`src/rtl/pipe_hazard_ctrl.sv`:
```
// Hazard and forwarding controller: tracks instructions from EX to WB, selects EX
// operand bypass sources, stalls on load-use, and kills young stages on taken branches.
module pipe_hazard_ctrl #(
  parameter int DEPTH    = 3,
  parameter int AW       = 5,
  parameter int LOAD_LAT = 1,
  parameter int BR_STAGE = 1,
  parameter int CNTW     = 32
) (
  input  logic                       clk_i,
  input  logic                       rst_i,
  input  logic                       id_valid_i,
  input  logic [AW-1:0]              id_rs_i,
  input  logic [AW-1:0]              id_rt_i,
  input  logic                       id_uses_rt_i,
  input  logic [AW-1:0]              id_dst_i,
  input  logic                       id_regwrite_i,
  input  logic                       id_memread_i,
  input  logic                       br_taken_i,
  output logic                       stall_o,
  output logic                       flush_o,
  output logic [$clog2(DEPTH)-1:0]   fwd_rs_o,
  output logic [$clog2(DEPTH)-1:0]   fwd_rt_o,
  output logic [CNTW-1:0]            stall_cnt_o,
  output logic [CNTW-1:0]            flush_cnt_o
);

  localparam int SW = $clog2(DEPTH);

  typedef struct packed {
    logic          valid;
    logic [AW-1:0] rs;
    logic [AW-1:0] rt;
    logic [AW-1:0] dst;
    logic          regwrite;
    logic          memread;
  } entry_t;

  entry_t trk_q [DEPTH];
  entry_t id_entry;
  logic   load_hit;

  assign id_entry = '{valid: id_valid_i, rs: id_rs_i, rt: id_rt_i, dst: id_dst_i,
                      regwrite: id_regwrite_i, memread: id_memread_i};

  // A load whose data is not yet forwardable sits in a stage below LOAD_LAT.
  always_comb begin
    load_hit = 1'b0;
    for (int j = 0; j < LOAD_LAT; j++) begin
      if (trk_q[j].valid && trk_q[j].memread && (trk_q[j].dst != '0) &&
          ((trk_q[j].dst == id_rs_i) || (id_uses_rt_i && (trk_q[j].dst == id_rt_i))))
        load_hit = 1'b1;
    end
  end

  assign flush_o = br_taken_i;
  assign stall_o = id_valid_i && !flush_o && load_hit;

  // Scan oldest to youngest so the youngest matching producer overwrites last.
  always_comb begin
    fwd_rs_o = '0;
    fwd_rt_o = '0;
    if (trk_q[0].valid) begin
      for (int k = DEPTH - 1; k >= 1; k--) begin
        if (trk_q[k].valid && trk_q[k].regwrite && (trk_q[k].dst != '0)) begin
          if (trk_q[k].dst == trk_q[0].rs) fwd_rs_o = SW'(k);
          if (trk_q[k].dst == trk_q[0].rt) fwd_rt_o = SW'(k);
        end
      end
    end
  end

  always_ff @(posedge clk_i or negedge rst_i) begin
    if (!rst_i) begin
      for (int k = 0; k < DEPTH; k++) trk_q[k] <= '0;
      stall_cnt_o <= '0;
      flush_cnt_o <= '0;
    end else begin
      trk_q[0] <= (flush_o || stall_o) ? '0 : id_entry;
      // Stages younger than the branch are killed; the branch stage and older advance.
      for (int k = 1; k < DEPTH; k++)
        trk_q[k] <= (flush_o && (k <= BR_STAGE)) ? '0 : trk_q[k-1];
      if (stall_o && (stall_cnt_o != '1)) stall_cnt_o <= stall_cnt_o + CNTW'(1);
      if (flush_o && (flush_cnt_o != '1)) flush_cnt_o <= flush_cnt_o + CNTW'(1);
    end
  end

endmodule
```
`config.mk`:
```
export PLATFORM = sky130hd
export DESIGN_NAME = pipe_hazard_ctrl
export DESIGN_NICKNAME = d
export VERILOG_FILES = /design/src/rtl/pipe_hazard_ctrl.sv
export SDC_FILE = /design/constraint.sdc
export NUM_CORES = 1
export LEC_CHECK = 0
export ABC_AREA = 1
export CAP_MARGIN = 20
export CORE_AREA = 10 10 134 149
export DETAILED_ROUTE_END_ITERATION = 8
export DIE_AREA = 0 0 144 159
export MAX_ROUTING_LAYER = met4
export SYNTH_ARGS = -nofsm -noshare
export SYNTH_HDL_FRONTEND = slang
export SYNTH_SLANG_ARGS = --single-unit
```
`constraint.sdc`:
```
create_clock -name clk_i -period 2.2 [get_ports clk_i]
set_input_delay 0.66 -clock clk_i [delete_from_list [all_inputs] [get_ports clk_i]]
set_output_delay 0.66 -clock clk_i [all_outputs]
set_load 0.02 [all_outputs]
```
* Word-level counts from Yosys, hierarchy flattened
Cells that the tools add are included.
Widths: inputs -> output; s select.
** Word-level totals
- Register bits :: 96
- Input port bits :: 22
- Output and inout bits :: 70
** Operators by class
- Add/sub/neg operators :: 2
- Eq/ne operators :: 8
- Muxes and demuxes :: 13
- Reductions and logical operators :: 18
** Operator list (count)
- $add 32x1->32 const B :: 2
- $ne 32x32->1 const B :: 2
- $mux 18 :: 2
- $eq 5x5->1 :: 6
- $mux 2 :: 10
- $reduce_bool 5->1 :: 3
- $logic_and 1x1->1 :: 12
- $logic_or 1x1->1 :: 2
- $logic_not 1->1 :: 1
- $mux 1 :: 1

* Logic depth before layout (Yosys ltp)
Gate-level depths: netlist of run 1.
- Word-level depth :: 8
- Depth in mapped cells :: 12
- Depth with buffers taken out :: 11

* Least setup slack after synthesis of run 1
Ideal clock, no wire load.
- Kind :: reg2out
- From :: reg trk_q[21] (netlist name)
- To :: out fwd_rt_o[0]
- Data arrival time :: 1.527 ns
- Setup slack :: 0.013 ns
- Stages on the path, launching flop included :: 5
- Buffers on the path :: 0
- Path through :: dfrtp_1 -> or2_2 -> a21oi_1 -> nand3_1 -> nor4_1
** Between the ends
- Cells in the longest elaborated chain, start to end :: 4
** Ends and longest elaborated chain
- start: declaration :: RTL line 39 : entry_t trk_q [DEPTH];
- start signal: indexed assignment :: RTL line 82 : trk_q[k] <= (flush_o && (k <= BR_STAGE)) ? '0 : trk_q[k-1];
- $eq 5x5->1 or $reduce_bool 5->1 (tied branches) :: RTL line 67, 65
- $mux 2 or $logic_and 1x1->1 (tied branches) :: RTL line 67, 65
- $mux 2 * :: RTL line 65 : if (trk_q[k].valid && trk_q[k].regwrite && (trk_q[k].dst != '0)) begin
- $mux 2 * :: RTL line 63 : if (trk_q[0].valid) begin
- end: declaration :: RTL line 23 : output logic [$clog2(DEPTH)-1:0] fwd_rt_o,
Mark *: on every way between the ends. The rest lies on a longest branch, timed or not.

* Worst setup path after layout of run 1
- From :: in id_rt_i[2]
- To :: out stall_o
** Between the ends
- Cells in the longest elaborated chain, start to end :: 6
** Ends and longest elaborated chain
- start: declaration :: RTL line 14 : input logic [AW-1:0] id_rt_i,
- $eq 5x5->1 :: RTL line 51 : ((trk_q[j].dst == id_rs_i) || (id_uses_rt_i && (trk_q[j].dst == id_rt_i))))
- $logic_and 1x1->1 :: RTL line 51
- $logic_or 1x1->1 :: RTL line 51
- $logic_and 1x1->1 :: RTL line 50 : if (trk_q[j].valid && trk_q[j].memread && (trk_q[j].dst != '0) &&
- $mux 1 :: RTL line 50
- $logic_and 1x1->1 :: RTL line 57 : assign stall_o = id_valid_i && !flush_o && load_hit;
- end: declaration :: RTL line 20 : output logic stall_o,
Every way passes these cells.

==> reports/metrics.cfg, run 1 <==
[route]
firstDrtPassIters = 5
vias = 5466
wire_per_inst_um = 14.60
via_per_inst = 4.700
ant_nets = 0
drc = 0
drt_iter0_markers = 320
drt-total-wl_mm = 16.98

[floorplan]
fp.dieArea_mm2 = 0.02290
die-height_um = 159
ios = 92
initial_core_util_pct = 34.57
coreArea_mm2 = 0.01683
rows = 50
die_w_um = 144

[yosys]
ys.flop_type = dfrtp_1
async_reset_ff_share_pct = 100.0
synth_compound_area_share_pct = 1.312
yosys.area_share.adder_pct = 0.4302
yosys.area_share.simple_pct = 43.43
synth-seq-area-share_pct = 41.30
synth_top_family_by_area = simple AND/OR/NAND/NOR gates
syn_nets = 838
syn_inst = 814
ys_types = 30
syn_area_mm2 = 0.005817
synth_edf_count = 0
syn_avg_cell_area_um2 = 7.146
synth-seq-cells = 96
synthMuxAreaShare_pct = 0
yosys_warnings = 0
synthXorXnorAreaFrac_pct = 7.529

[setup_path]
rrSetupSlack_ns = 0.16
worst_setup_path_start_kind = primary input
endpoint_kind = output pin
path_max_fanout = 3
cp.arrival_ns = 1.65
crit_type = in -> out
worstPathRequired_ns = 1.54

[job]
max-cap-violations = 0

[clock_network]
htreeDepth = 3
clock-root-buffer = clkbuf_16
clock_latency_ns = 0.35
clkTransAtPathRegs_ns = 0.07
cts_made_buffers = 9
cts_buffer_depth = 2
cts_tree = yes
clkSinkCount = 96

[grt]
antenna_found_initial = 0
grt_pass1_wl_mm = 27.43
grt_max_degree = 42
grt_usage_pct = 15.25
overflow = 0
grt_pass1_vias = 5324

[finish]
finalNetCount = 974
drive_gt1_share_pct = 15.08
final_util_pct = 46.20
diodes = 0
stdcell_area_mm2 = 0.007775
final_common_cell = nand2_1
nFillCells = 1681
area_delta_synth_final_pct = 33.66
layout_common_cells = nand2_1 (319), nor2_1 (120), dfrtp_1 (95), clkdlybuf4s50_1 (63), inv_1 (47)
finalNonFillerCells = 1163

[timing]
rsz0062_at_grt = true
fin_ws_ns = -0.1145
clock_skew_ns = 0.009784
maxSlewHeadroom_pct = 70.77
timing.final.crit_share_pct = 105.2
min_period_ns = 2.315
fmax_ghz = 0.4321
hold_viol = 0
tightest_slew_ns = 0.4385
slew_viol_final = 0
setup_tns_ns = -0.1885
setup_viol = 4

[placement]
place_congestion = 0.9213
io_buffers = 91
dp.cells = 1131
dpl.hpwl_mm = 12.42
place_area_mm2 = 0.007167

[power_and_ir_drop]
switching_share_pct = 27.19
leakage_uw = 0.003738
p_seq_share_pct = 45.4
p_sw_uw = 1171
p_int_uw = 3135
ir_drop_mv = 0.6254
power_uw = 4306
combPwrFrac_pct = 14.5
pwr-share-clk_pct = 40.1
power_density_mw_per_mm2 = 553.8

[worst_hold_path]
min_path_type = in -> async

[run_status]
violations = negative setup slack
status = complete, but fails checks

## power by group through the flow
| stage | registers, uW | clock network, uW | logic [uW] |
|---|---|---|---|
| finish | 1950 | 1730 | 625 |
| detailed placement | 1990 | 0 | 610 |
| global placement | 1990 | 0 | 610 |
| floorplan | 2030 | 0 | 254 |
| global route | 1970 | 1850 | 685 |
| CTS | 1950 | 1770 | 619 |
## critical path: stages
cell	delay (ns)
clkdlybuf4s15_1	0.21
nand2_1	0.08
nand2_1	0.05
nor2_1	0.13
nand3_2	0.14
a21oi_4	0.24
buf_6	0.15
## final cells by class
cell class | count | area [um2] | area share, %
multi-input cells | 646 | 3194 | 41.08
flip-flops and latches | 96 | 2404 | 30.91
repair buffers | 141 | 1381 | 17.77
inverters | 56 | 215.2 | 2.768
clock buffers | 10 | 229.0 | 2.945
well taps | 208 | 260.3 | 3.347
clock inverters | 6 | 91.34 | 1.175
## path summary, 6_finish.rpt
check,cells after the start,start,end
worst max-delay path,7,id_rt_i[2],stall_o
worst min-delay path,1,rst_i,stall_cnt_o[4]$_DFFE_PN0P_
worst max register to register,13,trk_q[39]$_DFF_PN0_,stall_cnt_o[14]$_DFFE_PN0P_
worst min register to register,0,trk_q[19]$_DFF_PN0_,trk_q[1]$_DFF_PN0_
max in group asynchronous,2,rst_i,trk_q[45]$_DFF_PN0_
min in group clk_i,0,trk_q[19]$_DFF_PN0_,trk_q[1]$_DFF_PN0_
## cell usage after synthesis, types with 7 or more instances
cell	n	share of area [%]
xor2_1	22	3.3
nor2_1	124	8.0
nand4_1	9	0.97
nand2_1	333	21
dfrtp_1	96	41
nor3_1	9	0.77
xnor2_1	28	4.2
o21ai_0	8	0.69
nand3_1	50	4.3
nand3b_1	26	3.4
nor2_2	7	0.75
buf_6	7	1.4
inv_1	50	3.2
## cell families after synthesis
kind of cell / Yosys count
DFF: 96
xor gates and xnor gates: 50
AOI/OAI and AO/OA: 13
and+or+nand+nor: 581
buffers and inverters: 72
adders and majority gates: 2
## per-layer routing
metal | up-vias | routed length, um | global-route usage [%]
met4 | 0 | 271 | 4.833
met2 | 126 | 8153 | 24.26
met1 | 2506 | 7776 | 19.04
met5 | - | 0 | -
li1 | 2810 | - | -
met3 | 24 | 782 | 2.890
## flip-flops by register name, summed over array words and instances, names as in the netlist
name,count
trk_q,32
stall_cnt_o,32
flush_cnt_o,32
## what timing repair did
item,in CTS,in global routing
hold endpoints to repair,0,0
buffers inserted,8,7
pin swaps,12,17
cloned,0,3
hold buffers,0,0
gates resized for setup,58,50
endpoints found under the setup margin,8,60
## stage by stage
stage / worst slack [ns] / hold WS [ns]
after floorplan: 0.01347 / 0.3543
after global placement: -1.006 / 0.3627
after detailed placement: -1.009 / 0.3687
after CTS: -0.1353 / 0.2622
after global routing: -0.1790 / 0.2728
final: -0.1145 / 0.2548
(Power assumes the default switching activity.)
==> run 2, diff against run 1 <==
Settings changed: DONT_BUFFER_PORTS set to 1.
==> run 2 against run 1 <==
Effect of this change: the run still ends with negative setup slack left; sequential share of layout area grew 4.5 points; utilization shrank 5.9 points; clock skew is essentially flat; highest routed layer unchanged; sequential power is essentially flat; first-iteration DRC count shrank 25%; non-clock buffer count shrank 77; via count shrank 5.9%; clock power shrank 9.8%.
==> reports/metrics.cfg, run 2 (synthesis results as in run 1) <==
[run_status]
status = complete, but fails checks
violations = negative setup slack

[floorplan]
coreArea_mm2 = 0.01683  ; unchanged
die-height_um = 159  ; unchanged
initial_core_util_pct = 34.57  ; unchanged
fp.dieArea_mm2 = 0.02290  ; unchanged
die_w_um = 144  ; unchanged
rows = 50  ; unchanged
ios = 92  ; unchanged

[worst_hold_path]
min_path_type = in -> async

[setup_path]
max_stage_delay_ns = 0.38  ; +0.14 ns
critPathSlowestCell = dfrtp_1
path_max_fanout = 2  ; -1
worst_setup_path_start_kind = flop
cp.arrival_ns = 1.58  ; -0.07 ns
path_cells = or2_4 > a21oi_2 > nand3_2 > nor3_2 > nor2_1 > buf_4
endpoint_kind = output pin
crit_type = reg -> out
worstPathRequired_ns = 1.54  ; about the same

[placement]
dpl.hpwl_mm = 12.62  ; +1.5%
place_area_mm2 = 0.006414  ; -11%
place_congestion = 0.9286  ; +0.79%
io_buffers = 0  ; -100%
pre_cts_slack_ns = 0.1044  ; +1.113 ns

[timing]
fin_ws_ns = -0.03822  ; +0.07629 ns
timing.final.crit_share_pct = 101.7  ; -3.5 points
fmax_ghz = 0.4468  ; +3.4%
min_period_ns = 2.238  ; -0.07629 ns
tightest_slew_ns = 0.4256  ; -0.01293 ns
clock_skew_ns = 0.009526  ; -0.0002589 ns
hold_viol = 0  ; unchanged
setup_tns_ns = -0.07992  ; +0.1086 ns
slew_viol_final = 0  ; unchanged
maxSlewHeadroom_pct = 71.41  ; +0.64 points
setup_viol = 4  ; unchanged
rsz0062_at_grt = true

[route]
firstDrtPassIters = 4  ; -1
via_per_inst = 4.736  ; +0.76%
ant_nets = 0  ; unchanged
wire_per_inst_um = 15.29  ; +4.7%
drc = 0  ; unchanged
vias = 5143  ; -5.9%
drt_iter0_markers = 240  ; -25%
drt-total-wl_mm = 16.60  ; -2.3%

[grt]
grt_max_degree = 97  ; +130%
grt_pass1_vias = 5193  ; -2.5%
grt_pass1_wl_mm = 27.30  ; -0.45%
grt_usage_pct = 15.40  ; +0.15 points
overflow = 0  ; unchanged
antenna_found_initial = 0  ; unchanged

[clock_network]
cts_buffer_depth = 2  ; unchanged
cts_tree = yes
clkTransAtPathRegs_ns = 0.07  ; about the same
clock-root-buffer = clkbuf_16
cts_made_buffers = 9  ; unchanged
htreeDepth = 3  ; unchanged
clkSinkCount = 96  ; unchanged
clock_latency_ns = 0.36  ; about the same

[finish]
seq_area_mm2 = 0.002404  ; unchanged
area_delta_synth_final_pct = 16.69
final_common_cell = nand2_1
stdcell_area_mm2 = 0.006788  ; -13%
multi_input_area_mm2 = 0.003146  ; -1.5%
finalNetCount = 897  ; -7.9%
nFillCells = 1743  ; +3.7%
drive_gt1_share_pct = 15.83  ; +0.75 points
diodes = 0  ; unchanged
layout_common_cells = nand2_1 (329), nor2_1 (120), dfrtp_1 (95), buf_4 (64)
reg.largest.list = flush_cnt_o x32, stall_cnt_o x32, trk_q x32

[job]
max-cap-violations = 0  ; unchanged

[power_and_ir_drop]
power_density_mw_per_mm2 = 581.0  ; +4.9%
leakage_uw = 0.003293  ; -12%
ir_drop_mv = 0.4596  ; -27%

[run 2: cell count changes in the layout (fill, tap and decap cells not counted), sizes merged]
cell           delta
clkdlybuf4s50    -63
buf               +9
dlymetal6s2s      -7
clkbuf            -6
dlygate4sd2       -6
clkdlybuf4s15     -5
inv               +3
bufinv            -2
clkinv            +2
clkinvlp          -2
[run 2: final cells by class]
type / count / area share (%)
Timing Repair Buffer: 64 / 7.078
Tap cell: 208 / 3.834
Clock inverter: 7 / 0.8848
Inverter: 56 / 3.134
Multi-Input combinational cell: 646 / 46.34
Sequential cell: 96 / 35.41
Clock buffer: 9 / 3.318
[run 2: power by group]
group / internal [uW] / leakage (uW) / total, uW / switching (uW)
registers: 1840 / 0.00130 / 1970 / 126
clock network: 788 / 0.000137 / 1560 / 770
logic: 162 / 0.00185 / 416 / 254
[run 2: worst max-delay path: cells and delay by family (launching register included)]
kind | cells | cell delay [ns]
AOI/OAI and AO/OA | 1 | 0.12
DFF | 1 | 0.38
buffers and inverters | 1 | 0.15
and+or+nand+nor | 4 | 0.57
[run 2: per-layer routing]
layer,track usage (%),up-vias,part of all wire (%),routed length [um]
met5,-,-,0,0
met1,17.93,2350,43,7074
met4,5.762,0,2.2,372
met3,4.887,22,7.0,1166
li1,-,2649,-,-
met2,24.20,122,48,7986
[run 2: final timing paths]
kind	startpoint	end	slack [ns]	depth (start not counted)
max in group asynchronous	rst_i	trk_q[23]$_DFF_PN0_	2.03	0
min	rst_i	flush_cnt_o[31]$_DFFE_PN0P_	0.0003	0
max reg2reg	stall_cnt_o[25]$_DFFE_PN0P_	stall_cnt_o[14]$_DFFE_PN0P_	0.33	9
min in group clk_i	br_taken_i	trk_q[23]$_DFF_PN0_	0.36	1
max	trk_q[21]$_DFF_PN0_	fwd_rt_o[1]	-0.04	6
min reg2reg	trk_q[35]$_DFF_PN0_	trk_q[17]$_DFF_PN0_	0.40	0
[run 2: repair_timing]
item                                   CTS  global route
buffers inserted                         1             1
setup endpoints to repair                5             5
endpoints found under the hold margin   96            96
gates resized for setup                 14            10
pin swaps                                5             6
[run 2: through the flow]
stage          util (%)  cells  hold WS, ns  power (uW)
2_1_floorplan         -    814       0.3543        2286
3_3_place_gp      38.11   1068       0.3632        2402
3_5_place_dp      38.11   1068       0.3616        2405
4_1_cts           40.15   1085     -0.01848        4000
5_1_grt           40.33   1086     -0.02602        4131
6_report          40.33   1086    0.0002948        3943
